File: src/rtl/addsub_seq_pkg.sv
// Shared types and helpers for the word-serial add/subtract sequencer.
// The sequencer walks NWORDS words through one WIDTH-bit carry-chain slice.
package addsub_seq_pkg;

  typedef enum logic [1:0] {
    IDLE,
    RUN,
    DONE
  } state_t;

  localparam logic OP_ADD = 1'b0;
  localparam logic OP_SUB = 1'b1;

  // The index register needs at least one bit even for degenerate word counts
  function automatic int idx_width(input int nwords);
    return (nwords > 1) ? $clog2(nwords) : 1;
  endfunction

endpackage

File: src/rtl/addsub_slice.sv
// Combinational WIDTH-bit add/subtract slice: ripple carry chain with optional
// inversion of the second operand, so subtraction is I0 + ~I1 + CIN.
module addsub_slice #(
  parameter int WIDTH = 2
) (
  input  logic [WIDTH-1:0] I0,
  input  logic [WIDTH-1:0] I1,
  input  logic             SUB,
  input  logic             CIN,
  output logic [WIDTH-1:0] O,
  output logic             COUT
);

  logic [WIDTH-1:0] b_eff;
  logic [WIDTH:0]   chain;

  always_comb begin
    b_eff    = SUB ? ~I1 : I1;
    chain    = '0;
    chain[0] = CIN;
    O        = '0;
    for (int i = 0; i < WIDTH; i++) begin
      O[i]         = I0[i] ^ b_eff[i] ^ chain[i];
      chain[i + 1] = (I0[i] & b_eff[i]) | (chain[i] & (I0[i] ^ b_eff[i]));
    end
    COUT = chain[WIDTH];
  end

endmodule

File: src/rtl/addsub_seq.sv
// Word-serial add/subtract sequencer with valid/ready handshakes on both sides.
// Optional zero flag output Z is enabled by defining ADDSUB_SEQ_ZERO_FLAG_EN.
module addsub_seq
  import addsub_seq_pkg::*;
#(
  parameter int WIDTH  = 2,
  parameter int NWORDS = 4
) (
  input  logic                CLK,
  input  logic                ASYNCRESET,
  input  logic                IN_VALID,
  output logic                IN_READY,
  input  logic [WIDTH*NWORDS-1:0] I0,
  input  logic [WIDTH*NWORDS-1:0] I1,
  input  logic                SUB,
  input  logic                CIN,
  output logic                OUT_VALID,
  input  logic                OUT_READY,
  output logic [WIDTH*NWORDS-1:0] O,
  output logic                COUT
`ifdef ADDSUB_SEQ_ZERO_FLAG_EN
  ,
  output logic                Z
`endif
);

  localparam int N     = WIDTH * NWORDS;
  localparam int IDX_W = idx_width(NWORDS);
  localparam logic [IDX_W-1:0] LAST_IDX = IDX_W'(NWORDS - 1);

  state_t           state;
  logic [N-1:0]     a_sr;
  logic [N-1:0]     b_sr;
  logic [N-1:0]     res;
  logic             sub_r;
  logic             carry;
  logic             cout_r;
  logic [IDX_W-1:0] idx;

  logic [WIDTH-1:0] slice_o;
  logic             slice_cout;

`ifdef ADDSUB_SEQ_ZERO_FLAG_EN
  logic zero_r;
`endif

  addsub_slice #(
    .WIDTH(WIDTH)
  ) u_slice (
    .I0  (a_sr[WIDTH-1:0]),
    .I1  (b_sr[WIDTH-1:0]),
    .SUB (sub_r),
    .CIN (carry),
    .O   (slice_o),
    .COUT(slice_cout)
  );

  // Operands shift right one word per RUN cycle so the slice always sees the
  // current word in the low bits; the result is written back by index.
  always_ff @(posedge CLK or posedge ASYNCRESET) begin
    if (ASYNCRESET) begin
      state     <= IDLE;
      IN_READY  <= 1'b1;
      OUT_VALID <= 1'b0;
      a_sr      <= '0;
      b_sr      <= '0;
      res       <= '0;
      sub_r     <= OP_ADD;
      carry     <= 1'b0;
      cout_r    <= 1'b0;
      idx       <= '0;
`ifdef ADDSUB_SEQ_ZERO_FLAG_EN
      zero_r    <= 1'b0;
`endif
    end else begin
      case (state)
        IDLE: begin
          if (IN_VALID) begin
            a_sr     <= I0;
            b_sr     <= I1;
            sub_r    <= SUB;
            carry    <= (SUB == OP_SUB) ? ~CIN : CIN;
            idx      <= '0;
            IN_READY <= 1'b0;
            state    <= RUN;
`ifdef ADDSUB_SEQ_ZERO_FLAG_EN
            zero_r   <= 1'b1;
`endif
          end
        end
        RUN: begin
          a_sr <= a_sr >> WIDTH;
          b_sr <= b_sr >> WIDTH;
          res[idx*WIDTH +: WIDTH] <= slice_o;
          carry <= slice_cout;
`ifdef ADDSUB_SEQ_ZERO_FLAG_EN
          zero_r <= zero_r & ~(|slice_o);
`endif
          if (idx == LAST_IDX) begin
            idx       <= '0;
            cout_r    <= slice_cout;
            OUT_VALID <= 1'b1;
            state     <= DONE;
          end else begin
            idx <= idx + 1'b1;
          end
        end
        DONE: begin
          if (OUT_READY) begin
            OUT_VALID <= 1'b0;
            IN_READY  <= 1'b1;
            state     <= IDLE;
          end
        end
        default: begin
          state     <= IDLE;
          IN_READY  <= 1'b1;
          OUT_VALID <= 1'b0;
        end
      endcase
    end
  end

  assign O    = res;
  assign COUT = cout_r;
`ifdef ADDSUB_SEQ_ZERO_FLAG_EN
  assign Z    = zero_r;
`endif

endmodule

File: config.mk
export PLATFORM = sky130hd
export DESIGN_NAME = addsub_seq
export DESIGN_NICKNAME = d
export VERILOG_FILES = /design/src/rtl/addsub_seq_pkg.sv /design/src/rtl/addsub_slice.sv /design/src/rtl/addsub_seq.sv
export SDC_FILE = /design/constraint.sdc
export NUM_CORES = 1
export LEC_CHECK = 0
export CORE_MARGIN = 3
export CORE_UTILIZATION = 44
export DETAILED_ROUTE_END_ITERATION = 8
export GPL_ROUTABILITY_DRIVEN = 0
export MAX_ROUTING_LAYER = met4
export PLACE_DENSITY_LB_ADDON = 0.25
export SYNTH_ARGS = -nofsm -noshare
export SYNTH_HDL_FRONTEND = slang
export SYNTH_SLANG_ARGS = --single-unit
File: constraint.sdc
create_clock -name CLK -period 1.69 [get_ports CLK]
set_input_delay 0.338 -clock CLK [delete_from_list [all_inputs] [get_ports CLK]]
set_output_delay 0.338 -clock CLK [all_outputs]
set_load 0.01 [all_outputs]
# ---- Yosys cells after proc, flatten, opt, wreduce, memory -nomap -nowiden
# Cells that the tools add are included.
dict set report totals {
  register_bits 33
  in_bits 22
  elab_cells 64
}
dict set report op_classes {
  eq_ne 6
  n_reduce_logical 8
  bitwise 14
  shifts 2
  muxes 22
  n_addsub 2
}
# operator count
set op_table {}
lappend op_table {{3-bit negator with 34-bit output} 1}
lappend op_table {{2-bit by 34-bit variable shift with 8-bit output, first input constant} 1}
lappend op_table {{2-bit by 34-bit indexed part select with 8-bit output} 1}
lappend op_table {{8-bit one-hot mux with 2 select lines} 2}
lappend op_table {{8-bit 2-to-1 mux} 2}
lappend op_table {{2-bit 2-to-1 mux} 6}
lappend op_table {{3-bit AND reduction} 3}
lappend op_table {{8-bit bitwise mux} 1}
lappend op_table {{1-bit 2-to-1 mux} 6}
lappend op_table {{2-bit != test, second input constant} 3}
lappend op_table {{1-bit one-hot mux with 3 select lines} 2}
lappend op_table {{2-bit one-hot mux with 3 select lines} 1}
lappend op_table {{2-bit AND reduction} 3}
lappend op_table {{1-bit bitwise AND} 4}
lappend op_table {{2-bit == test, second input constant} 2}
lappend op_table {{2-bit one-hot mux with 2 select lines} 1}
lappend op_table {{1-bit XOR} 4}
lappend op_table {{1-bit inverter} 3}
lappend op_table {{2-bit by 1-bit adder with 2-bit output, second input constant} 1}
lappend op_table {{2-bit by 1-bit == test with 1-bit output, second input constant} 1}
lappend op_table {{2-bit zero test} 1}
lappend op_table {{2-bit inverter} 1}
lappend op_table {{1-bit OR} 2}
lappend op_table {{1-bit one-hot mux with 2 select lines} 1}
lappend op_table {{2-bit nonzero test} 1}

# ---- Depth between registers and ports, before layout
# Gate-level depths: netlist (run 1).
dict set report depth {
  word_depth 8
  depth_mapped 6
  depth_no_buf 6
}

# ---- Modules after synthesis
# A second synthesis (run 1) with hierarchy kept.
dict set report hier_totals {
  cells_unflattened 154
  hier_area_um2 1707.9
}
# mod cells_per_inst instances seq_area_each_um2 area_each_um2
set by_module_without_submodules {}
lappend by_module_without_submodules {addsub_seq 150 1 827.0 1650.3}
lappend by_module_without_submodules {addsub_slice 4 1 0.0 57.6}

# ---- Worst setup path after synthesis (run 1)
# No wires, ideal clock.
dict set report synth_path {
  path_type {register -> register}
  start {register sub_r}
  end {register res[1], in the netlist O[1]}
  t_required_ns 1.580
  arrival_time_ns 1.699
  setup_time_ns 0.110
  period_less_slack_ns 1.809
  stages_incl_launch_ff 5
  path_slack_ns -0.119
  path_cell_list {dfrtp_1 xnor2_1 fa_1 fa_1 o41ai_1}
}
dict set report synth_via {
  elab_chain_cells 7
  word_cells_on_any_way 10
}
# item line
set synth_rtl {}
lappend synth_rtl {{start: declaration} addsub_seq.sv:35} ;# logic sub_r;
lappend synth_rtl {{start signal: assignment} addsub_seq.sv:68} ;# sub_r <= OP_ADD;
lappend synth_rtl {{start signal: assignment} addsub_seq.sv:81} ;# sub_r <= SUB;
lappend synth_rtl {{2-bit 2-to-1 mux (*)} addsub_slice.sv:18} ;# b_eff = SUB ? ~I1 : I1;
lappend synth_rtl {{1-bit XOR} {addsub_slice.sv:23, addsub_slice.sv:24}}
lappend synth_rtl {{1-bit bitwise AND} addsub_slice.sv:24} ;# chain[i + 1] = (I0[i] & b_eff[i]) | (chain[i] & (I0[i] ^ b_eff[i]));
lappend synth_rtl {{1-bit OR} addsub_slice.sv:24}
lappend synth_rtl {{1-bit XOR} addsub_slice.sv:23} ;# O[i] = I0[i] ^ b_eff[i] ^ chain[i];
lappend synth_rtl {{2-bit by 34-bit indexed part select with 8-bit output (*)} addsub_seq.sv:94} ;# res[idx*WIDTH +: WIDTH] <= slice_o;
lappend synth_rtl {{8-bit bitwise mux (*)} addsub_seq.sv:94}
lappend synth_rtl {{end signal: indexed assignment} addsub_seq.sv:94}
lappend synth_rtl {{end: declaration} addsub_seq.sv:34} ;# logic [N-1:0] res;
# Every way passes the cells marked *; elsewhere a longest branch is shown, timed or not.
# A chain may end at the register's enable or synchronous reset.

# ---- Worst setup path in the final report (run 1)
# Same ends and word-level chain as after synthesis.

==> results of run 1 <==
[worst reg2reg max path, stage by stage, from the launching register on]
cell and delay [ns]:
dfrtp_1 0.40, xnor2_1 0.15, fa_2 0.35, fa_2 0.48, o41ai_2 0.22
[logic make-up after synthesis]
| group | count (synthesis) | synth area share, % |
|---|---|---|
| multiplexers | 1 | 0.666 |
| flip-flops | 33 | 48.9 |
| XOR/XNOR | 3 | 1.55 |
| adder cells (fa/ha/maj) | 8 | 6.80 |
| buffers and inverters | 20 | 6.07 |
| AND/OR/NAND/NOR | 46 | 16.3 |
| AO/OA/AOI/OAI | 52 | 19.7 |
[power groups by stage]
stage / sequential (mW) / combinational (mW) / clock (mW)
after floorplan: 1.32 / 1.30 / 0
after global placement: 1.35 / 1.82 / 0
final: 1.36 / 1.98 / 0.566
after detailed placement: 1.37 / 1.89 / 0
after CTS: 1.36 / 1.96 / 0.573
after global routing: 1.41 / 2.20 / 0.624
[state kept, by name (all words and copies together) (netlist names)]
| register | count |
|---|---|
| state | 2 |
| carry | 1 |
| O | 8 |
| b_sr | 8 |
| sub_r | 1 |
| a_sr | 8 |
| idx | 2 |
| COUT | 1 |
| OUT_VALID | 1 |
| IN_READY | 1 |
[metrics by stage]
step / utilization, % / cells / hold WS (ns) / cell area [um2]
after detailed placement: 60.0 / 244 / 0.464 / 2110
after global routing: 63.3 / 253 / 0.411 / 2230
after floorplan: - / 163 / 0.456 / 1690
final: 63.3 / 253 / 0.391 / 2230
after global placement: 60.0 / 244 / 0.459 / 2110
after CTS: 62.8 / 252 / 0.399 / 2210
[repair_timing]
item	4_1_cts	5_1_grt
resized for setup	4	1
setup buffers	0	1
endpoints found under the setup margin	5	5
hold endpoints to repair	0	0
hold buffers	0	0
pin swaps	1	0
[worst max-delay path by stage]
stage                             start                to  slack, ns  depth (start not counted)
finish                sub_r$_DFFE_PP0P_  O[1]$_DFFE_PP0P_     -0.007                          4
global route          sub_r$_DFFE_PP0P_  O[1]$_DFFE_PP0P_      -0.05                          4
CTS                   sub_r$_DFFE_PP0P_  O[1]$_DFFE_PP0P_     -0.004                          4
detailed placement    sub_r$_DFFE_PP0P_  O[1]$_DFFE_PP0P_      -0.19                          4
global placement    b_sr[0]$_DFFE_PP0P_  O[7]$_DFFE_PP0P_      -0.06                          4
floorplan             sub_r$_DFFE_PP0P_  O[1]$_DFFE_PP0P_      -0.04                          4
[layer usage]
metal	vias up	global-route usage [%]	wire, um
met3	5	4.93	147
met2	30	28.9	1780
met5	-	-	0
li1	657	-	-
met4	0	6.70	46
met1	656	24.3	1650
[layout by cell type (no fill, tap or decap), drive strengths merged, types with 7 or more instances in the layout]
| master | n |
|---|---|
| nor2b | 7 |
| o21ai | 18 |
| inv | 11 |
| nand2 | 22 |
| and3b | 7 |
| buf | 13 |
| a21oi | 13 |
| clkdlybuf4s50 | 31 |
| dfrtp | 32 |
[cell type report]
type | count | area, um2 | share of cell area, %
Timing Repair Buffer | 45 | 429 | 19.3
Inverter | 11 | 41.3 | 1.85
Sequential cell | 33 | 827 | 37.1
Clock inverter | 2 | 10.0 | 0.449
Multi-Input combinational cell | 110 | 790 | 35.4
Clock buffer | 6 | 72.6 | 3.26
Tap cell | 46 | 57.6 | 2.58
==> flow_summary.json, run 1 <==
{
  "synth.largest_area_cell": "dfrtp_1",
  "hold_viol": 0,
  "cp.arrival_ns": 1.87,
  "clkPwrFrac_pct": 14.5,
  "final_nets": 236,
  "initial_core_util_pct": 48.0,
  "antenna_cells": 0,
  "critPathKind": "flip-flop to flip-flop",
  "drt_first_pass_iters": 4,
  "cp_top_family": "adder cells",
  "cpPeakStageDelay_ns": 0.48,
  "drt_iter0_drc": 93,
  "slew_headroom_pct": 71.7,
  "power.total_mw": 3.91,
  "synth_area_leaders": "dfrtp_1 47%, o21ai_1 5.3%, nand2_1 4.9%",
  "setup_viol": 1,
  "yosysSeqAreaShare_pct": 48.9,
  "numCtsBuffers": 5,
  "wl_per_cell_um": 14.3,
  "worst_slew_pin_slew_ns": 0.424,
  "synth_nets": 193,
  "fin_worst_skew_ns": 0.00505,
  "syn_area_um2": 1690,
  "die_area_um2": 4620,
  "grt_pass1_vias": 1367,
  "seqPwrFrac_pct": 34.8,
  "cp_slowest_cell": "fa_2",
  "worstReg2RegEnd": "O[1]$_DFFE_PP0P_",
  "place_ws_ns": -0.192,
  "grt_use_total_pct": 18.9,
  "yosys_warnings": 0,
  "grt_overflow": 0,
  "p_int_mw": 2.34,
  "rows": 21,
  "clockBufferDepth": 2,
  "clock_sink_count": 33,
  "fmax_mhz": 589,
  "yosysMostFrequentCell": "dfrtp_1",
  "wirelength_mm": 3.62,
  "worstSkewPairLatency_ns": 0.28,
  "path_max_fanout": 4,
  "synth_cell_types": 32,
  "min_period_ns": 1.70,
  "worst-r2r-cell-count": 4,
  "fp.dieW_um": 68.0,
  "violations": "negative setup slack",
  "portBuffers": 32,
  "drv_cap": 0,
  "required_ns": 1.87,
  "antenna_found_initial": 0,
  "crit_path_end_kind": "flip-flop",
  "synthToLayoutAreaGrowth_pct": 31.7,
  "synth_area_per_cell_um2": 10.4,
  "cts_root_buffer": "clkbuf_8",
  "clk_pin_slew_ns": 0.07,
  "ys.flop_type": "dfrtp_1",
  "min_path_type": "input pin to async pin",
  "reg2reg_from": "sub_r$_DFFE_PP0P_",
  "finalCritPeriodShare_pct": 100,
  "grt_pass1_wl_mm": 6.31,
  "netSwitchingPower_mw": 1.57,
  "cts_tree": "built",
  "fin_ws_ns": -0.00662,
  "ys_async_sr_fraction_pct": 100,
  "die_y_um": 68.0,
  "ioPinCount": 33,
  "power_frac_comb_pct": 50.7,
  "timing.reg2reg.setup_slack_ns": -0.007,
  "rsz0062_at_grt": "yes",
  "power_leakage_nw": 1.01,
  "slew_violations": 0,
  "netlist_instances": 163,
  "tns_ns": -0.00662,
  "crit_path_start_kind": "flip-flop",
  "cpMostUsedCell": "fa_2",
  "status": "finished, violations left",
  "drive_above_1_share_pct": 15.9,
  "synth_top_area_share_pct": 47.3,
  "drt.antenna.violating_nets": 0,
  "cp_cell_sequence": "xnor2_1, fa_2, fa_2, o41ai_2",
  "htreeDepth": 2,
  "via_per_inst": 5.33,
  "vdd_drop_max_uv": 924,
  "vias": 1348,
  "fill_cells": 296,
  "hpwl_mm": 2.68,
  "ys_top_cells_by_count": "32 x dfrtp_1, 22 x nand2_1, 18 x o21ai_1",
  "fp.coreArea_um2": 3520,
  "synth-edff-count": 0,
  "crit_buf_inv": 0,
  "drc": 0,
  "ys_ff_latch": 33,
  "sw_frac_of_total_pct": 40.2,
  "power_density_nw_per_um2": 1750,
  "grt_max_degree": 34
}
Note: power is estimated with default switching activity, not from simulation.
==> inputs of run 2 (changes only) <==
--- a/config.mk
+++ b/config.mk
@@ -5,12 +5,14 @@
 export SDC_FILE = /design/constraint.sdc
 export NUM_CORES = 1
 export LEC_CHECK = 0
+export CAP_MARGIN = 20
 export CORE_MARGIN = 3
 export CORE_UTILIZATION = 44
 export DETAILED_ROUTE_END_ITERATION = 8
 export GPL_ROUTABILITY_DRIVEN = 0
 export MAX_ROUTING_LAYER = met4
 export PLACE_DENSITY_LB_ADDON = 0.25
+export SKIP_CTS_REPAIR_TIMING = 1
 export SYNTH_ARGS = -nofsm -noshare
 export SYNTH_HDL_FRONTEND = slang
 export SYNTH_SLANG_ARGS = --single-unit
==> flow_summary.json, run 2 (synthesized netlist as in run 1, its figures left out) <==
{
  "status": "finished, violations left",
  "violations": "negative setup slack",
  "finalCritPeriodShare_pct": 100,
  "cts_root_buffer": "clkbuf_8",
  "clockBufferDepth": 2,
  "final_nets": 236,
  "power_density_nw_per_um2": 1750,
  "drt_first_pass_iters": 4,
  "required_ns": 1.87,
  "cpMostUsedCell": "fa_2",
  "crit_path_end_kind": "flip-flop",
  "wirelength_mm": 3.63,
  "clock_sink_count": 33,
  "wl_per_cell_um": 14.3,
  "grt_use_total_pct": 18.7,
  "grt_pass1_vias": 1354,
  "mostFrequentLayoutCell": "dfrtp_1",
  "use_met1_pct": 24.1,
  "grt_overflow": 0,
  "drt_iter0_drc": 100,
  "hold_viol": 0,
  "rows": 21,
  "die_y_um": 68.0,
  "die_area_um2": 4620,
  "synthToLayoutAreaGrowth_pct": 31.9,
  "slew_violations": 0,
  "worstSkewPairLatency_ns": 0.28,
  "cpPeakStageDelay_ns": 0.48,
  "slew_headroom_pct": 71.3,
  "crit_path_start_kind": "flip-flop",
  "fmax_mhz": 590,
  "hpwl_mm": 2.68,
  "critPathKind": "flip-flop to flip-flop",
  "drive_above_1_share_pct": 15.9,
  "initial_core_util_pct": 48.0,
  "path_max_fanout": 4,
  "grt_pass1_wl_mm": 6.25,
  "drt.antenna.violating_nets": 0,
  "grtUsageMet3_pct": 4.93,
  "ioPinCount": 33,
  "setup_viol": 1,
  "portBuffers": 32,
  "fp.coreArea_um2": 3520,
  "busiest_layer": "met2",
  "drv_cap": 0,
  "min_path_type": "input pin to async pin",
  "cp_cell_sequence": "xnor2_1, fa_2, fa_2, o41ai_2",
  "fin_ws_ns": -0.00559,
  "vdd_drop_max_uv": 948,
  "fin_worst_skew_ns": 0.00501,
  "fp.dieW_um": 68.0,
  "antenna_found_initial": 0,
  "crit_buf_inv": 0,
  "timing.reg2reg.setup_slack_ns": -0.006,
  "rsz0062_at_grt": "yes",
  "numCtsBuffers": 5,
  "antenna_cells": 0,
  "htreeDepth": 2,
  "clk_pin_slew_ns": 0.07,
  "grt_util_met2_pct": 28.5,
  "power_leakage_nw": 1.02,
  "drc": 0,
  "cp.arrival_ns": 1.87,
  "place_ws_ns": -0.192,
  "cp_slowest_cell": "fa_2",
  "worst_slew_pin_slew_ns": 0.430,
  "min_period_ns": 1.70,
  "grt_max_degree": 34,
  "cts_tree": "built",
  "mostFrequentLayoutCells": "32 x dfrtp_1, 31 x clkdlybuf4s50_1, 22 x nand2_1, 18 x o21ai_1, 13 x a21oi_1",
  "via_per_inst": 5.34,
  "tns_ns": -0.00559,
  "cp_top_family": "adder cells",
  "vias": 1351
}
==> run 2: cell count changes in the layout (fill, tap and decap cells not counted), sizes merged <==
| cell | before | now |
|---|---|---|
| dlygate4sd2 | 1 | 0 |
| dlymetal6s2s | 0 | 1 |
==> run 2: through the flow <==
step,utilization [%],power [mW],instance area [um2],instances,hold slack (ns)
final,63.4,3.91,2230,253,0.391
after global routing,63.4,4.24,2230,253,0.411
after CTS,62.4,3.83,2200,252,0.399
after detailed placement,60.0,3.26,2110,244,0.464
after global placement,60.0,3.17,2110,244,0.459
after floorplan,-,2.63,1690,163,0.456
==> run 2: layout make-up <==
cell class / instances / area (um2)
flip-flops and latches: 33 / 827
fillers: 295 / 1290
inverters: 11 / 41.3
well taps: 46 / 57.6
clock buffers: 6 / 72.6
clock inverters: 2 / 10.0
repair buffers: 45 / 433
multi-input cells: 110 / 790
==> run 2: metal layers <==
layer  wire [um]  part of all wire (%)  vias up
li1            -                     -      655
met1        1640                    45      657
met2        1770                    49       34
met3         169                   4.7        5
met4          46                   1.3        0
met5           0                     0        -
==> run 2: path summary, 6_finish.rpt <==
kind,from,to,cells after the start
min,ASYNCRESET,b_sr[4]$_DFFE_PP0P_,3
max reg2reg,sub_r$_DFFE_PP0P_,O[1]$_DFFE_PP0P_,4
max,sub_r$_DFFE_PP0P_,O[1]$_DFFE_PP0P_,4
min reg2reg,O[0]$_DFFE_PP0P_,O[0]$_DFFE_PP0P_,2
max in group asynchronous,ASYNCRESET,IN_READY$_DFFE_PP1P_,3
min in group CLK,O[0]$_DFFE_PP0P_,O[0]$_DFFE_PP0P_,2
==> run 2: power by group <==
| part | switching (mW) | total, mW | internal [mW] |
|---|---|---|---|
| sequential | 0.257 | 1.36 | 1.10 |
| combinational | 1.03 | 1.98 | 0.952 |
| clock | 0.281 | 0.566 | 0.285 |
| total | 1.57 | 3.91 | 2.34 |
==> run 2: worst min-delay path: stages <==
cell and delay (ns):
clkdlybuf4s50_1 0.39, inv_1 0.09, buf_12 0.21
==> inputs of run 3 (changes only) <==
--- a/config.mk
+++ b/config.mk
@@ -5,7 +5,6 @@
 export SDC_FILE = /design/constraint.sdc
 export NUM_CORES = 1
 export LEC_CHECK = 0
-export CAP_MARGIN = 20
 export CORE_MARGIN = 3
 export CORE_UTILIZATION = 44
 export DETAILED_ROUTE_END_ITERATION = 8
==> results of run 3 <==
No change in the layout: final DEF, timing and power equal those of run 2.
